<file path="src/rtl/row_vec_pkg.sv">
// row_vec_pkg: widths and FSM encoding shared by the row-by-vector
// chunk feeder and its address generator.
package row_vec_pkg;

   localparam int NI            = 8;
   localparam int element_width = 32;
   localparam int AW            = 16;
   localparam int CW            = NI * element_width;

   typedef enum logic [2:0] {
      IDLE,
      ROW_WAIT,
      FETCH,
      LOAD,
      PRESENT,
      WAIT_REQ,
      WAIT_RES,
      FINISH
   } state_t;

endpackage

</file>
<file path="src/rtl/chunk_addr_gen.sv">
// chunk_addr_gen: running matrix pointer, chunk index and row index
// for the chunk feeder, plus first/last chunk and last-row flags.
module chunk_addr_gen
   import row_vec_pkg::*;
(
   input  logic          clk,
   input  logic          reset,
   input  logic          clear,
   input  logic          next_chunk,
   input  logic          next_row,
   input  logic [31:0]   no_of_multiples,
   input  logic [AW-1:0] no_of_rows,
   output logic [AW-1:0] mat_ptr,
   output logic [AW-1:0] chunk_idx,
   output logic [AW-1:0] row_idx,
   output logic          first_chunk,
   output logic          all_sent,
   output logic          last_row
);

   logic [31:0] k;

   // mat_ptr never rewinds between rows, so it tracks row*mults+k
   always_ff @(posedge clk) begin
      if (reset) begin
         mat_ptr <= '0;
         k       <= '0;
         row_idx <= '0;
      end else if (clear) begin
         mat_ptr <= '0;
         k       <= '0;
         row_idx <= '0;
      end else begin
         if (next_chunk) begin
            mat_ptr <= mat_ptr + 1'b1;
            k       <= k + 32'd1;
         end
         if (next_row) begin
            k       <= '0;
            row_idx <= row_idx + 1'b1;
         end
      end
   end

   assign chunk_idx   = k[AW-1:0];
   assign first_chunk = (k == '0);
   assign all_sent    = (k == no_of_multiples);
   assign last_row    = (row_idx == no_of_rows - 1'b1);

endmodule

</file>
<file path="src/rtl/row_chunk_feeder.sv">
// row_chunk_feeder: fetches matrix/vector chunks from ROM, hands them
// to the row-by-vector engine and streams back one result per row.
module row_chunk_feeder
   import row_vec_pkg::*;
(
   input  logic                     clk,
   input  logic                     reset,
   input  logic                     go,
   input  logic [AW-1:0]            no_of_rows,
   input  logic [31:0]              no_of_multiples,
   output logic [AW-1:0]            mat_addr,
   output logic [AW-1:0]            vec_addr,
   output logic                     mem_rd_en,
   input  logic [CW-1:0]            mat_data,
   input  logic [CW-1:0]            vec_data,
   output logic [CW-1:0]            a,
   output logic [CW-1:0]            p,
   output logic                     start_row_by_vector,
   output logic                     you_can_read,
   input  logic                     give_me_only,
   input  logic                     decoder_read_now,
   input  logic [element_width-1:0] result,
   input  logic                     I_am_ready,
   output logic                     res_valid,
   output logic [element_width-1:0] res_data,
   output logic [AW-1:0]            res_row,
   output logic                     busy,
   output logic                     done,
   output logic                     proto_err
);

   state_t        state;
   state_t        state_nx;
   logic [AW-1:0] rows_q;
   logic [31:0]   mults_q;
   logic          first_q;

   logic          start_go;
   logic          zero_job;
   logic          take_req;
   logic          accept_res;
   logic          stray_req;
   logic          stray_res;

   logic [AW-1:0] mat_ptr;
   logic [AW-1:0] chunk_idx;
   logic [AW-1:0] row_idx;
   logic          first_chunk;
   logic          all_sent;
   logic          last_row;

   assign start_go   = (state == IDLE) && go;
   assign zero_job   = (no_of_rows == '0)
                    || (no_of_multiples == '0);
   assign take_req   = (state == WAIT_REQ) && give_me_only;
   assign accept_res = (state == WAIT_RES) && decoder_read_now;
   assign stray_req  = give_me_only && (state != WAIT_REQ);
   assign stray_res  = decoder_read_now && (state != WAIT_RES);

   chunk_addr_gen u_addr (
      .clk             (clk),
      .reset           (reset),
      .clear           (start_go),
      .next_chunk      (state == LOAD),
      .next_row        (accept_res),
      .no_of_multiples (mults_q),
      .no_of_rows      (rows_q),
      .mat_ptr         (mat_ptr),
      .chunk_idx       (chunk_idx),
      .row_idx         (row_idx),
      .first_chunk     (first_chunk),
      .all_sent        (all_sent),
      .last_row        (last_row)
   );

   always_ff @(posedge clk) begin
      if (reset) state <= IDLE;
      else       state <= state_nx;
   end

   always_comb begin
      state_nx = state;
      unique case (state)
         IDLE: begin
            if (go) state_nx = zero_job ? FINISH : ROW_WAIT;
         end
         ROW_WAIT: begin
            if (I_am_ready) state_nx = FETCH;
         end
         FETCH:   state_nx = LOAD;
         LOAD:    state_nx = PRESENT;
         PRESENT: state_nx = all_sent ? WAIT_RES : WAIT_REQ;
         WAIT_REQ: begin
            if (take_req) state_nx = FETCH;
         end
         WAIT_RES: begin
            if (accept_res)
               state_nx = last_row ? FINISH : ROW_WAIT;
         end
         FINISH:  state_nx = IDLE;
         default: state_nx = IDLE;
      endcase
   end

   always_comb begin
      mat_addr            = '0;
      vec_addr            = '0;
      mem_rd_en           = 1'b0;
      you_can_read        = 1'b0;
      start_row_by_vector = 1'b0;
      busy                = (state != IDLE);
      unique case (state)
         FETCH: begin
            mem_rd_en = 1'b1;
            mat_addr  = mat_ptr;
            vec_addr  = chunk_idx;
         end
         PRESENT: begin
            you_can_read        = 1'b1;
            start_row_by_vector = first_q;
         end
         default: ;
      endcase
   end

   // done trails FINISH by a cycle so it lands after the last res_valid
   always_ff @(posedge clk) begin
      if (reset) begin
         rows_q    <= '0;
         mults_q   <= '0;
         a         <= '0;
         p         <= '0;
         first_q   <= 1'b0;
         res_valid <= 1'b0;
         res_data  <= '0;
         res_row   <= '0;
         done      <= 1'b0;
         proto_err <= 1'b0;
      end else begin
         if (start_go) begin
            rows_q  <= no_of_rows;
            mults_q <= no_of_multiples;
         end
         if (state == LOAD) begin
            a       <= mat_data;
            p       <= vec_data;
            first_q <= first_chunk;
         end
         res_valid <= accept_res;
         if (accept_res) begin
            res_data <= result;
            res_row  <= row_idx;
         end
         done <= (state == FINISH);
         if (stray_req || stray_res) proto_err <= 1'b1;
      end
   end

endmodule

</file>
<file path="config.mk">
export PLATFORM = sky130hd
export DESIGN_NAME = row_chunk_feeder
export DESIGN_NICKNAME = d
export VERILOG_FILES = /design/src/rtl/row_vec_pkg.sv /design/src/rtl/chunk_addr_gen.sv /design/src/rtl/row_chunk_feeder.sv
export SDC_FILE = /design/constraint.sdc
export NUM_CORES = 1
export LEC_CHECK = 0
export ABC_AREA = 1
export CAP_MARGIN = 30
export CORE_AREA = 2 2 472 474
export CTS_BUF_LIST = sky130_fd_sc_hd__clkbuf_8
export CTS_CLUSTER_DIAMETER = 30
export DETAILED_ROUTE_END_ITERATION = 12
export DIE_AREA = 0 0 474 476
export RECOVER_POWER = 100
export SKIP_LAST_GASP = 1
export SYNTH_ARGS = -nofsm -noshare
export SYNTH_HDL_FRONTEND = slang
export SYNTH_SLANG_ARGS = --single-unit
</file>
<file path="constraint.sdc">
create_clock -name clk -period 1.7 [get_ports clk]
set_input_delay 0.34 -clock clk [delete_from_list [all_inputs] [get_ports clk]]
set_output_delay 0.34 -clock clk [all_outputs]
set_load 0.05 [all_outputs]
</file>
==> metrics <==
minimum clock period 2.69 ns; Tcrit/Tclk final 1.58; vias in the first global route 33.0k; Avg Cell Area, Syn between 7 and 8 um^2; first-pass GRT wire length approximately 250,000 um; LEAKAGE between 20 and 25 nW; Slew @ Worst Pin roughly 0.77 ns; PnR worst setup slack -0.994 ns; Final nets between 6k and 7k; Comb power frac 0.417; initial antenna violation count 91; WS Path Type register to output pin; total track usage 0.159; WL/cell ~23 um; worst endpoint data arrival time roughly 2.4 ns; Clock power frac 0.337; Net Switching 34.5 mW; starting density of the core 0.116; pwr dens 1420 nW/um^2; Die W about 470 um; Most common cell on crit path buf_12; Chip Height 476 um; Post-Syn Area ~26,000 um^2; die area ~230,000 um^2; Yosys cell types 38; Fillers 22.5k; Pint 55.9 mW; hold_ws 0.0981 ns; CTS tree yes; initial DRC count ~2.1k; Max Fclk about 370 MHz; failing checks setup timing; WHS Path Cells 3; register area share after synthesis 0.532; crit-path cells buf_12, clkinv_8, nand2_4, buf_12, nor2_4, inv_8, buf_12, nor2_4, buf_8; largest net degree at the start of global routing 82; syn nets 4,020; max-slew violations 0; R2R cell count 16; Slew HR 0.484; most common cell after layout, fill and taps aside nor2_1; Rows 173; hold endpoint p[69]$_SDFFE_PP0P_; HPWL after detailed placement about 140,000 um; CTS Buf Count roughly 200; ratio of cells with drive above 1 in the final layout 0.439; Yosys warning total 0; Required @ worst endpoint about 1.4 ns; r2r startpoint state[0]$_SDFFE_PP0P_; Hold Vio Cnt, Final 0; worst reg2reg endpoint u_addr.row_idx[13]$_SDFFE_PP0P_; # DRC 0; Reg power frac 0.246; most frequent cells in the layout nor2_1 (1,034), clkdlybuf4s50_1 (596), dfxtp_2 (511); Syn Inst Count 3,417; Vias per Instance 3.86; # H-tree levels 4; Clock Latency Late Sink 0.95 ns; setup violators final 1,215; CTS max path bufs 3; Routed Antenna Nets 0; final core utilization 0.289; Slowest cell on crit path dfxtp_4; sw frac 0.382; status finished, violations left; CTS root buf clkbuf_8; area delta synth->final 150%; Hold Crit Class input port to register; min-delay src vec_data[69]; WL final between 150,000 and 200,000 um; total grt overflow 0; Largest stage delay, worst path around 0.35 ns; nature of the critical path startpoint register; Max Cap Viol 0; peak supply drop between 0.0009 and 0.001 V; Final Skew 0.0990 ns; RSZ-0062 raised after global routing true; drt pass-1 iters 6; R2R Setup Slk -0.39 ns; clock sink count ~680; core area 221,000 um^2; routed vias around 34k; Placer Congestion between 0.8 and 0.9; Crit. End Element output pin; CP max FO 11; PortBufs approximately 1.2k; Worst-path clk slew 0.05 ns; I/O pin count 1,197; synthesized flop and latch total between 600 and 700
==> flip-flops by register name (all words and copies together) (netlist names) <==
signal	flops
a	256
p	256
mults_q	32
res_data	32
u_addr.k	32
res_row	16
rows_q	16
u_addr.mat_ptr	16
u_addr.row_idx	16
state	3
done	1
first_q	1
proto_err	1
res_valid	1
==> final cells by class <==
type                            count  area, um^2  share of cell area
Clock buffer                      228        3140              0.0492
Tap cell                         2975        3720              0.0583
Antenna cell                       44         110             0.00172
Clock inverter                    147        2180              0.0341
Timing Repair Buffer             2144       26500               0.414
Sequential cell                   679       14500               0.226
Multi-Input combinational cell   2376       13200               0.206
Inverter                          142         602             0.00943
==> stage by stage <==
| stage | setup TNS (ns) | power (mW) | std cells | worst slack [ns] | cell area [um^2] |
|---|---|---|---|---|---|
| floorplan | -0.451 | 36.1 | 3417 | -0.0352 | 25900 |
| global placement | -18.44 | 49.1 | 7717 | -0.438 | 44400 |
| detailed placement | -27.69 | 49.3 | 7717 | -0.362 | 44400 |
| CTS | -234.65 | 86.8 | 8562 | -1.16 | 59300 |
| global route | -287.22 | 94.2 | 8723 | -1.18 | 63800 |
| finish | -148.41 | 90.3 | 8735 | -0.994 | 63800 |
==> worst max path at each step <==
stage                       endpoint             startpoint  cells after the start  slack, ns
2_1_floorplan            mat_addr[0]  state[0]$_SDFFE_PP0P_                      6      -0.04
3_3_place_gp   state[2]$_SDFFE_PP0P_    no_of_multiples[23]                      9      -0.44
3_5_place_dp     p[206]$_SDFFE_PP0P_  state[2]$_SDFFE_PP0P_                      9      -0.36
4_1_cts                 mat_addr[15]  state[0]$_SDFFE_PP0P_                      9      -1.16
5_1_grt                 mat_addr[15]  state[0]$_SDFFE_PP0P_                      9      -1.18
6_report                mat_addr[10]  state[0]$_SDFFE_PP0P_                      9      -0.99
==> timing repair <==
| item | CTS | global route |
|---|---|---|
| resized for setup | 1564 | 895 |
| cloned | 21 | 50 |
| pin swaps | 19 | 83 |
| setup endpoints to repair | 1057 | 1255 |
| endpoints found under the hold margin | 426 | 1 |
| hold buffers | 400 | 1 |
| buffers inserted | 56 | 92 |
==> cells by family (layout without fill, tap and decap cells) <==
group,count (synthesis),count (layout),synth area share
XOR/XNOR,37,37,0.0127
other,0,44,0
AND/OR/NAND/NOR,1584,1584,0.249
flip-flops,679,679,0.532
AO/OA/AOI/OAI,750,750,0.149
buffers and inverters,362,2661,0.0549
adder cells (fa/ha/maj),5,5,0.00245
==> worst max-delay path: cells and delay by family, from the launching register on <==
family	cells	cell delay, ns
flops	1	0.35
simple gates	3	0.32
buf+inv	6	0.72
==> Yosys cell counts, drive strengths merged <==
library cell | number | area share
xor2 | 26 | 0.0089
o21a | 3 | 0.00088
or2 | 3 | 0.00073
nor3 | 39 | 0.0087
a31oi | 2 | 0.00049
clkbuf | 174 | 0.026
nand3b | 4 | 0.0012
nand2 | 264 | 0.040
nand4 | 26 | 0.0069
buf | 46 | 0.0084
xnor2 | 11 | 0.0038
dfxtp | 679 | 0.53
a22o | 1 | 0.00034
inv | 141 | 0.021
nor2 | 1165 | 0.17
nor4 | 25 | 0.0061
a21oi | 139 | 0.027
nor3b | 2 | 0.00059
clkinv | 1 | 0.00015
o221ai | 2 | 0.00069
a211oi | 3 | 0.00088
ha | 5 | 0.0024
o21ai | 582 | 0.11
o22ai | 18 | 0.0044
nand3 | 56 | 0.012
==> routing by layer <==
metal	part of all wire	track usage
met1	0.39	0.182
met3	0.11	0.0741
met2	0.46	0.252
met4	0.044	0.0690
met5	0.0011	0
==> power groups by stage <==
stage	clock [mW]	combinational [mW]	sequential (mW)
after floorplan	0	7.14	29.0
after global routing	32.0	39.6	22.5
final	30.4	37.7	22.2
after CTS	31.1	33.6	22.0
after global placement	0	28.1	21.0
after detailed placement	0	28.2	21.1
Note: power is estimated with default switching activity, not from simulation.
